==> src/rtl/ds_sched_if.sv <==
// ds_sched_if: bundles the buffer-side handshakes, the modulator issue/return
// path and the PWM write port of the ds_sched round-robin scheduler.
//
// Modports:
//   slave  - the scheduler (ds_sched) side
//   master - the surrounding datapath: ping-pong buffers, modulator, PWM buffers
//
// Signals:
//   l_valid/l_din/l_ready, r_valid/r_din/r_ready  per-channel sample handshake
//   l_space, r_space                              PWM buffer can take a word
//   ds_din, ds_ch, ds_valid                       issue to the modulator
//   ds_ret_valid, ds_ret_ch, ds_ret_dout          modulator output and its tag
//   l_wr, r_wr, wr_dout                           PWM buffer write port
//   underrun_l, underrun_r, underrun_clr          starvation flags (optional)
interface ds_sched_if #(
    parameter int DW = 16
) ();
    logic          l_valid;
    logic [DW-1:0] l_din;
    logic          l_ready;
    logic          r_valid;
    logic [DW-1:0] r_din;
    logic          r_ready;
    logic          l_space;
    logic          r_space;
    logic [DW-1:0] ds_din;
    logic          ds_ch;
    logic          ds_valid;
    logic          ds_ret_valid;
    logic          ds_ret_ch;
    logic [3:0]    ds_ret_dout;
    logic          l_wr;
    logic          r_wr;
    logic [3:0]    wr_dout;
    logic          underrun_l;
    logic          underrun_r;
    logic          underrun_clr;

    modport slave (
        input  l_valid, l_din, r_valid, r_din, l_space, r_space,
        input  ds_ret_valid, ds_ret_ch, ds_ret_dout, underrun_clr,
        output l_ready, r_ready, ds_din, ds_ch, ds_valid,
        output l_wr, r_wr, wr_dout, underrun_l, underrun_r
    );

    modport master (
        output l_valid, l_din, r_valid, r_din, l_space, r_space,
        output ds_ret_valid, ds_ret_ch, ds_ret_dout, underrun_clr,
        input  l_ready, r_ready, ds_din, ds_ch, ds_valid,
        input  l_wr, r_wr, wr_dout, underrun_l, underrun_r
    );
endinterface

==> src/rtl/ds_sched.sv <==
// ds_sched: round-robin scheduler time-sharing one delta-sigma modulator
// between the left and right channels. Admits at most one sample per issue
// slot, spaces issues by GAP idle cycles, tags each issue with its channel and
// steers the tagged modulator output to the matching PWM buffer.
//
// Ports:
//   ACLK  - system clock
//   ARST  - asynchronous active-high reset
//   bus   - ds_sched_if.slave (sample handshakes, issue, return, PWM writes,
//           underrun flags)
//
// Parameters: DW sample width, GAP idle cycles after each issue (1..15),
// UNDERRUN_LIM starved cycles before an underrun flag sets.
//
// Optional feature: define DS_SCHED_UNDERRUN_EN to build the per-channel
// starvation counters and sticky underrun flags. Without it the flags are
// tied low and underrun_clr is ignored.
//
// state   | meaning
// --------+--------------------------------------------------------------
// ST_IDLE | waiting for an eligible channel; grant happens in this cycle
// ST_GAP  | issue in flight; GAP cycles with both readys low
module ds_sched #(
    parameter int DW           = 16,
    parameter int GAP          = 5,
    parameter int UNDERRUN_LIM = 64
) (
    input logic       ACLK,
    input logic       ARST,
    ds_sched_if.slave bus
);
    typedef enum logic {
        ST_IDLE = 1'b0,
        ST_GAP  = 1'b1
    } state_t;

    state_t     state;
    state_t     state_nxt;
    logic [3:0] gap_cnt;
    logic [3:0] gap_cnt_nxt;
    logic       last;
    logic       grant;
    logic       grant_ch;
    logic       l_elig;
    logic       r_elig;

    assign l_elig = bus.l_valid & bus.l_space;
    assign r_elig = bus.r_valid & bus.r_space;

    always_ff @(posedge ACLK or posedge ARST) begin
        if (ARST) begin
            state   <= ST_IDLE;
            gap_cnt <= '0;
        end else begin
            state   <= state_nxt;
            gap_cnt <= gap_cnt_nxt;
        end
    end

    // Ready is combinational from the grant, so it is gated with ARST to keep
    // both readys low while reset is held with eligible inputs.
    always_comb begin
        state_nxt     = state;
        gap_cnt_nxt   = gap_cnt;
        grant         = 1'b0;
        grant_ch      = 1'b0;
        bus.l_ready   = 1'b0;
        bus.r_ready   = 1'b0;
        case (state)
            ST_IDLE: begin
                if (!ARST && (l_elig || r_elig)) begin
                    grant       = 1'b1;
                    // R wins when it is alone, or on a tie when L went last.
                    grant_ch    = r_elig & (~l_elig | ~last);
                    bus.l_ready = ~grant_ch;
                    bus.r_ready = grant_ch;
                    state_nxt   = ST_GAP;
                    gap_cnt_nxt = 4'(GAP - 1);
                end
            end
            ST_GAP: begin
                if (gap_cnt == 4'd0) begin
                    state_nxt = ST_IDLE;
                end else begin
                    gap_cnt_nxt = gap_cnt - 4'd1;
                end
            end
            default: state_nxt = ST_IDLE;
        endcase
    end

    // last resets to R so the first tie goes to L.
    always_ff @(posedge ACLK or posedge ARST) begin
        if (ARST) begin
            bus.ds_valid <= 1'b0;
            bus.ds_din   <= '0;
            bus.ds_ch    <= 1'b0;
            last         <= 1'b1;
        end else begin
            bus.ds_valid <= grant;
            if (grant) begin
                bus.ds_din <= grant_ch ? bus.r_din : bus.l_din;
                bus.ds_ch  <= grant_ch;
                last       <= grant_ch;
            end
        end
    end

    // Return demux runs independently of the issue FSM.
    always_ff @(posedge ACLK or posedge ARST) begin
        if (ARST) begin
            bus.l_wr    <= 1'b0;
            bus.r_wr    <= 1'b0;
            bus.wr_dout <= '0;
        end else begin
            bus.l_wr <= bus.ds_ret_valid & ~bus.ds_ret_ch;
            bus.r_wr <= bus.ds_ret_valid & bus.ds_ret_ch;
            if (bus.ds_ret_valid) begin
                bus.wr_dout <= bus.ds_ret_dout;
            end
        end
    end

`ifdef DS_SCHED_UNDERRUN_EN
    localparam int UW = $clog2(UNDERRUN_LIM + 1);
    localparam logic [UW-1:0] LIM = UW'(UNDERRUN_LIM);

    logic [1:0]    feed;
    logic [1:0]    starve;
    logic [1:0]    ur_flag;
    logic [UW-1:0] ur_cnt [2];

    assign feed   = {bus.r_valid, bus.l_valid};
    assign starve = {bus.r_space & ~bus.r_valid, bus.l_space & ~bus.l_valid};

    // Counter saturates at LIM; the flag sets on the increment that reaches it.
    always_ff @(posedge ACLK or posedge ARST) begin
        if (ARST) begin
            ur_flag   <= '0;
            ur_cnt[0] <= '0;
            ur_cnt[1] <= '0;
        end else begin
            for (int i = 0; i < 2; i++) begin
                if (bus.underrun_clr) begin
                    ur_cnt[i]  <= '0;
                    ur_flag[i] <= 1'b0;
                end else if (feed[i]) begin
                    ur_cnt[i] <= '0;
                end else if (starve[i] && ur_cnt[i] != LIM) begin
                    ur_cnt[i] <= ur_cnt[i] + 1'b1;
                    if (ur_cnt[i] == LIM - 1'b1) begin
                        ur_flag[i] <= 1'b1;
                    end
                end
            end
        end
    end

    assign bus.underrun_l = ur_flag[0];
    assign bus.underrun_r = ur_flag[1];
`else
    localparam int unused_lim = UNDERRUN_LIM;
    logic unused_clr;

    assign unused_clr     = bus.underrun_clr;
    assign bus.underrun_l = 1'b0;
    assign bus.underrun_r = 1'b0;
`endif
endmodule

==> src/flat_wrapper.sv <==
// flat-port wrapper written by rule: the top's interface ports become plain ports
module ds_sched_flat 
#(
    parameter int DW           = 16,
    parameter int GAP          = 5,
    parameter int UNDERRUN_LIM = 64
)
  (ACLK, ARST, bus_l_valid, bus_l_din, bus_r_valid, bus_r_din, bus_l_space, bus_r_space, bus_ds_ret_valid, bus_ds_ret_ch, bus_ds_ret_dout, bus_underrun_clr, bus_l_ready, bus_r_ready, bus_ds_din, bus_ds_ch, bus_ds_valid, bus_l_wr, bus_r_wr, bus_wr_dout, bus_underrun_l, bus_underrun_r);
  ds_sched_if #(.DW(DW)) bus_i ();
  input logic ACLK;
  input logic ARST;
  input wire logic [$bits(bus_i.l_valid)-1:0] bus_l_valid;
  input wire logic [$bits(bus_i.l_din)-1:0] bus_l_din;
  input wire logic [$bits(bus_i.r_valid)-1:0] bus_r_valid;
  input wire logic [$bits(bus_i.r_din)-1:0] bus_r_din;
  input wire logic [$bits(bus_i.l_space)-1:0] bus_l_space;
  input wire logic [$bits(bus_i.r_space)-1:0] bus_r_space;
  input wire logic [$bits(bus_i.ds_ret_valid)-1:0] bus_ds_ret_valid;
  input wire logic [$bits(bus_i.ds_ret_ch)-1:0] bus_ds_ret_ch;
  input wire logic [$bits(bus_i.ds_ret_dout)-1:0] bus_ds_ret_dout;
  input wire logic [$bits(bus_i.underrun_clr)-1:0] bus_underrun_clr;
  output wire logic [$bits(bus_i.l_ready)-1:0] bus_l_ready;
  output wire logic [$bits(bus_i.r_ready)-1:0] bus_r_ready;
  output wire logic [$bits(bus_i.ds_din)-1:0] bus_ds_din;
  output wire logic [$bits(bus_i.ds_ch)-1:0] bus_ds_ch;
  output wire logic [$bits(bus_i.ds_valid)-1:0] bus_ds_valid;
  output wire logic [$bits(bus_i.l_wr)-1:0] bus_l_wr;
  output wire logic [$bits(bus_i.r_wr)-1:0] bus_r_wr;
  output wire logic [$bits(bus_i.wr_dout)-1:0] bus_wr_dout;
  output wire logic [$bits(bus_i.underrun_l)-1:0] bus_underrun_l;
  output wire logic [$bits(bus_i.underrun_r)-1:0] bus_underrun_r;
  assign bus_i.l_valid = bus_l_valid;
  assign bus_i.l_din = bus_l_din;
  assign bus_i.r_valid = bus_r_valid;
  assign bus_i.r_din = bus_r_din;
  assign bus_i.l_space = bus_l_space;
  assign bus_i.r_space = bus_r_space;
  assign bus_i.ds_ret_valid = bus_ds_ret_valid;
  assign bus_i.ds_ret_ch = bus_ds_ret_ch;
  assign bus_i.ds_ret_dout = bus_ds_ret_dout;
  assign bus_i.underrun_clr = bus_underrun_clr;
  assign bus_l_ready = bus_i.l_ready;
  assign bus_r_ready = bus_i.r_ready;
  assign bus_ds_din = bus_i.ds_din;
  assign bus_ds_ch = bus_i.ds_ch;
  assign bus_ds_valid = bus_i.ds_valid;
  assign bus_l_wr = bus_i.l_wr;
  assign bus_r_wr = bus_i.r_wr;
  assign bus_wr_dout = bus_i.wr_dout;
  assign bus_underrun_l = bus_i.underrun_l;
  assign bus_underrun_r = bus_i.underrun_r;
  ds_sched #(.DW(DW), .GAP(GAP), .UNDERRUN_LIM(UNDERRUN_LIM)) u_core (.ACLK(ACLK), .ARST(ARST), .bus(bus_i));
endmodule
==> config.mk <==
export PLATFORM = sky130hd
export DESIGN_NAME = ds_sched_flat
export DESIGN_NICKNAME = d
export VERILOG_FILES = /design/src/rtl/ds_sched_if.sv /design/src/rtl/ds_sched.sv /design/src/flat_wrapper.sv
export SDC_FILE = /design/constraint.sdc
export NUM_CORES = 1
export LEC_CHECK = 0
export CAP_MARGIN = 20
export CORE_MARGIN = 4
export CORE_UTILIZATION = 36
export CTS_CLUSTER_SIZE = 40
export DETAILED_ROUTE_END_ITERATION = 16
export PLACE_DENSITY = 0.75
export RECOVER_POWER = 50
export SYNTH_ARGS = -nofsm -noshare
export SYNTH_HDL_FRONTEND = slang
export SYNTH_SLANG_ARGS = --single-unit
==> constraint.sdc <==
create_clock -name ACLK -period 1.3 [get_ports ACLK]
set_clock_uncertainty 0.05 [all_clocks]
set_input_delay 0.195 -clock ACLK [delete_from_list [all_inputs] [get_ports ACLK]]
set_output_delay 0.195 -clock ACLK [all_outputs]
set_load 0.005 [all_outputs]
## Yosys cells after proc, flatten, opt, wreduce, memory -nomap -nowiden

Index checks and enable logic that the tools add are counted.

| storage, ports and cells | value |
|---|---|
| flip-flop bits (word level) | 30 |
| input bits | 45 |
| logic and storage cells | 40 |
| output and inout port bits | 28 |

| operators by class | value |
|---|---|
| bitwise logic cells | 11 |
| add/subtract/negate cells | 1 |
| mux-type cells | 12 |
| eq/ne operators | 2 |
| reductions and logical operators | 5 |

Operator list:

| operator | number |
|---|---|
| $mux W16 | 1 |
| $mux W4 | 2 |
| $pmux W4 S2 | 1 |
| $mux W1 | 7 |
| $and A1 B1 Y1 | 5 |
| $not A1 Y1 | 5 |
| $logic_not A4 Y1 | 1 |
| $sub A4 B1 Y4 const B | 1 |
| $ne A2 B1 Y1 const B | 1 |
| $ne A2 B2 Y1 const B | 1 |
| $pmux W1 S2 | 1 |
| $reduce_and A2 Y1 | 1 |
| $logic_and A1 B1 Y1 | 1 |
| $logic_not A1 Y1 | 1 |
| $logic_or A1 B1 Y1 | 1 |
| $or A1 B1 Y1 | 1 |

## Longest topological paths before layout

| depth | value |
|---|---|
| depth after elaboration | 7 |
| depth in mapped cells | 5 |
| gate-level depth less buffers | 5 |

## Worst setup path before layout

Ideal clock, no wire load.

| path | value |
|---|---|
| kind | register to register |
| start point | reg u_core.gap_cnt[0] |
| end point | reg u_core.gap_cnt[0] |
| clock period less this slack | 1,404 ps |
| required time | 1,131 ps |
| stages on the path, launching flop included | 6 |
| arrival | 1,235 ps |
| setup slack | -104 ps |
| path through | dfrtp_1 inv_1 ha_1 or3b_4 nand3_1 a21bo_1 |

| on the way | value |
|---|---|
| cells in the longest elaborated chain, start to end | 3 |

RTL lines:

| item | line | source |
|---|---|---|
| start, declared | ds_sched.sv:39 | `logic [3:0] gap_cnt;` |
| start signal, assigned | ds_sched.sv:56 | `gap_cnt <= gap_cnt_nxt;` |
| $sub A4 B1 Y4 / $logic_not A4 Y1 (equally long branches) | ds_sched.sv:85, ds_sched.sv:82 |  |
| $mux W4 / $ne A2 B2 Y1 (equally long branches) | - |  |
| $pmux W4 S2 / $reduce_and A2 Y1 (equally long branches) | - |  |

Parallel ways exist; a longest one is shown, timed or not. The select of a mux whose other input is x is not followed.
A chain may end at the register's enable or synchronous reset.

## Worst setup path in the final report

| path | value |
|---|---|
| start point | reg u_core.state |
| end point | out bus_l_ready |

| on the way | value |
|---|---|
| cells in the longest elaborated chain, start to end | 1 |

RTL lines:

| item | line | source |
|---|---|---|
| start, declared | ds_sched.sv:37 | `state_t state;` |
| start signal, assigned | ds_sched.sv:55 | `state <= state_nxt;` |
| $mux W1 | ds_sched.sv:69 | `case (state)` |
| end, declared | flat_wrapper.sv:22 | `output wire logic [$bits(bus_i.l_ready)-1:0] bus_l_ready;` |

No other way between the ends.

==> results.toml <==
[cts]
htreeDepth = 2
cts_root_buf = "clkbuf_8"
cts_buffer_depth = 2
cts.clk_slew.worst_paths_ps = 70
clk_latency_ps = 280
numCtsBuffers = 5
clkSinkCount = 30
tritoncts = "yes"

[floorplanning]
initial_core_util_pct = 37.5
placeableCoreArea_mm2 = 0.00406
die_x_um = 73.0
io_pins = 73
rows = 23
die_area_mm2 = 0.00533
chipHeight_um = 73.0

[final_layout]
layout_common_cells = "clkdlybuf4s50_1 (39), dfrtp_1 (28), dlygate4sd2_1 (26)"
fin_nets = 275
drive_gt1_share_pct = 32.0
nFillCells = 335
diodes = 0
multiInputGateArea_um2 = 749
final_util_pct = 63.8
ff_latch_area_um2 = 753
final_common_cell = "clkdlybuf4s50_1"
area_growth_pct = 69.9

[route]
vias = 1516
wirelength_mm = 4.83
wl_per_cell_um = 17.4
drtIter0Drc = 57
drtPass1Iterations = 4
vias_per_cell = 5.45
ant_nets = 0
drc = 0

[synth]
ys_warn_count = 0
syn_area_mm2 = 0.00152
synthDistinctLibCells = 35
synthCells = 136
ys_seq_area_share_pct = 49.4
synth_area_per_cell_um2 = 11.2
ys_ff_latch = 30

[hold_path]
hold_path.class = "in -> reg"

[setup_path]
crit_required_ps = 1050
cp-end-kind = "output port"
timing_worst_setup_path_type = "reg -> out"
arrival_ps = 1260
crit_path_max_fanout = 2
start_kind = "register"

[global_route]
grt_max_degree = 28
grtUsageTotal_pct = 18.9
antenna_found_initial = 0
grt_pass1_wl_mm = 7.67
grt_remaining_overflow = 0
first_global_vias = 1626

[placed_design]
port_buffers = 69
dp_hpwl_mm = 3.48
gp_congestion = 0.791

[pwr]
p_leak_nw = 1.10
power_mw = 4.40
peakVddDrop_v = 0.000912
pwr_density_cell_mw_per_mm2 = 1700

[timing]
maxSlewViolCount = 0
rsz0062_at_grt = "yes"
clock.fmax_ghz = 0.666
fin_crit_sh_pct = 116
setup_ws_ps = -203
hold_viol = 0
fin_crit_ps = 1500
finalSetupViolCount = 24

[job]
cap_violations = 0

[status]
status = "finished with violations"
violations = "setup timing"
-- state kept, by name (all words and copies together) (netlist names) --
register and flops:
u_core.bus.ds_din 16, u_core.bus.wr_dout 4, u_core.gap_cnt 4, u_core.bus.ds_ch 1, u_core.bus.ds_valid 1, u_core.bus.l_wr 1, u_core.bus.r_wr 1, u_core.last 1
u_core.state 1
-- area by class of cell --
type,count,share of cell area [%]
Clock inverter,1,1.16
Clock buffer,6,3.19
Tap cell,50,2.42
Timing Repair inverter,1,0.290
Sequential cell,30,29.1
Inverter,5,0.870
Timing Repair Buffer,95,34.0
Multi-Input combinational cell,90,29.0
-- synth_stat cells --
library cell | n | share of area, %
a21bo_1 | 1 | 0.66
a21o_1 | 2 | 0.99
a21oi_1 | 16 | 5.3
a22o_2 | 1 | 0.66
a22oi_2 | 1 | 0.82
a31oi_1 | 10 | 4.1
and2_1 | 1 | 0.41
and3_1 | 2 | 0.82
buf_2 | 5 | 1.6
buf_4 | 5 | 2.5
buf_6 | 2 | 1.5
conb_1 | 1 | 0.25
dfrtp_1 | 29 | 48
dfstp_2 | 1 | 1.7
ha_1 | 2 | 1.6
inv_1 | 5 | 1.2
mux2_2 | 4 | 3.0
nand2_1 | 2 | 0.49
nand2_2 | 1 | 0.41
nand3_1 | 2 | 0.66
nand4_1 | 8 | 3.3
nand4bb_1 | 1 | 0.74
nor2_2 | 1 | 0.41
nor2_4 | 1 | 0.74
nor2b_1 | 1 | 0.41
nor3_1 | 1 | 0.33
nor4bb_1 | 1 | 0.66
o21ai_1 | 1 | 0.33
o21ai_2 | 8 | 4.6
o2bb2ai_1 | 10 | 5.8
o311ai_0 | 6 | 3.5
o311ai_1 | 1 | 0.58
o311ai_2 | 1 | 1.1
or3b_4 | 1 | 0.74
xnor2_1 | 1 | 0.58
-- critical path, stage by stage, from the launching register on --
cell and delay, ps:
dfrtp_2 420, buf_6 130, nor2_4 90, nand2_2 60
a31oi_1 140, buf_2 140
-- power breakdown --
| part | switching (mW) | internal, mW | total, mW |
|---|---|---|---|
| Clock | 0.338 | 0.612 | 0.950 |
| Combinational | 0.817 | 1.09 | 1.91 |
| Sequential | 0.219 | 1.32 | 1.54 |
-- cells by family after synthesis --
family          synth area share, %
simple gates                   10.1
flops                          49.4
compound gates                 28.3
mux                            2.96
xor+xnor                      0.575
other cells                   0.246
buf+inv                        6.82
fa+ha+maj                      1.64
-- per-stage QoR --
stage | std cells | hold slack, ps | worst slack (ps) | instance area (um2) | setup TNS [ps]
finish | 278 | 423 | -203 | 2590 | -3300
global route | 278 | 438 | -279 | 2590 | -4990
CTS | 275 | 316 | -209 | 2530 | -3140
detailed placement | 264 | 415 | -602 | 2360 | -10780
global placement | 264 | 411 | -557 | 2360 | -8830
floorplan | 137 | 211 | -85.5 | 1540 | -359
-- per-layer routing --
layer / share of wire (%) / GRT usage (%) / vias up
li1: - / - / 704
met1: 41 / 23.2 / 729
met2: 50 / 30.2 / 77
met3: 7.3 / 6.47 / 6
met4: 1.4 / 7.58 / 0
met5: 0 / 0 / -
-- timing repair --
action / CTS / global route
pin swaps: 22 / 5
endpoints found under the setup margin: 48 / 24
hold buffers: 0 / 1
cloned: 1 / 0
endpoints found under the hold margin: 0 / 2
buffers inserted: 3 / 2
gates resized for setup: 51 / 7
-- path summary, 6_finish.rpt --
kind	startpoint	to	slack, ps	depth (start not counted)
min in group asynchronous	ARST	u_core.bus.ds_ch	540	4
worst max register to register	u_core.gap_cnt[0]	u_core.gap_cnt[1]	-190	5
max in group asynchronous	ARST	u_core.bus.ds_din[2]	260	5
worst min-delay path	bus_ds_ret_ch	u_core.bus.l_wr	420	2
worst max-delay path	u_core.state	bus_l_ready	-200	5
worst min register to register	u_core.bus.ds_ch	u_core.bus.ds_ch	420	1
(Power assumes the default switching activity.)
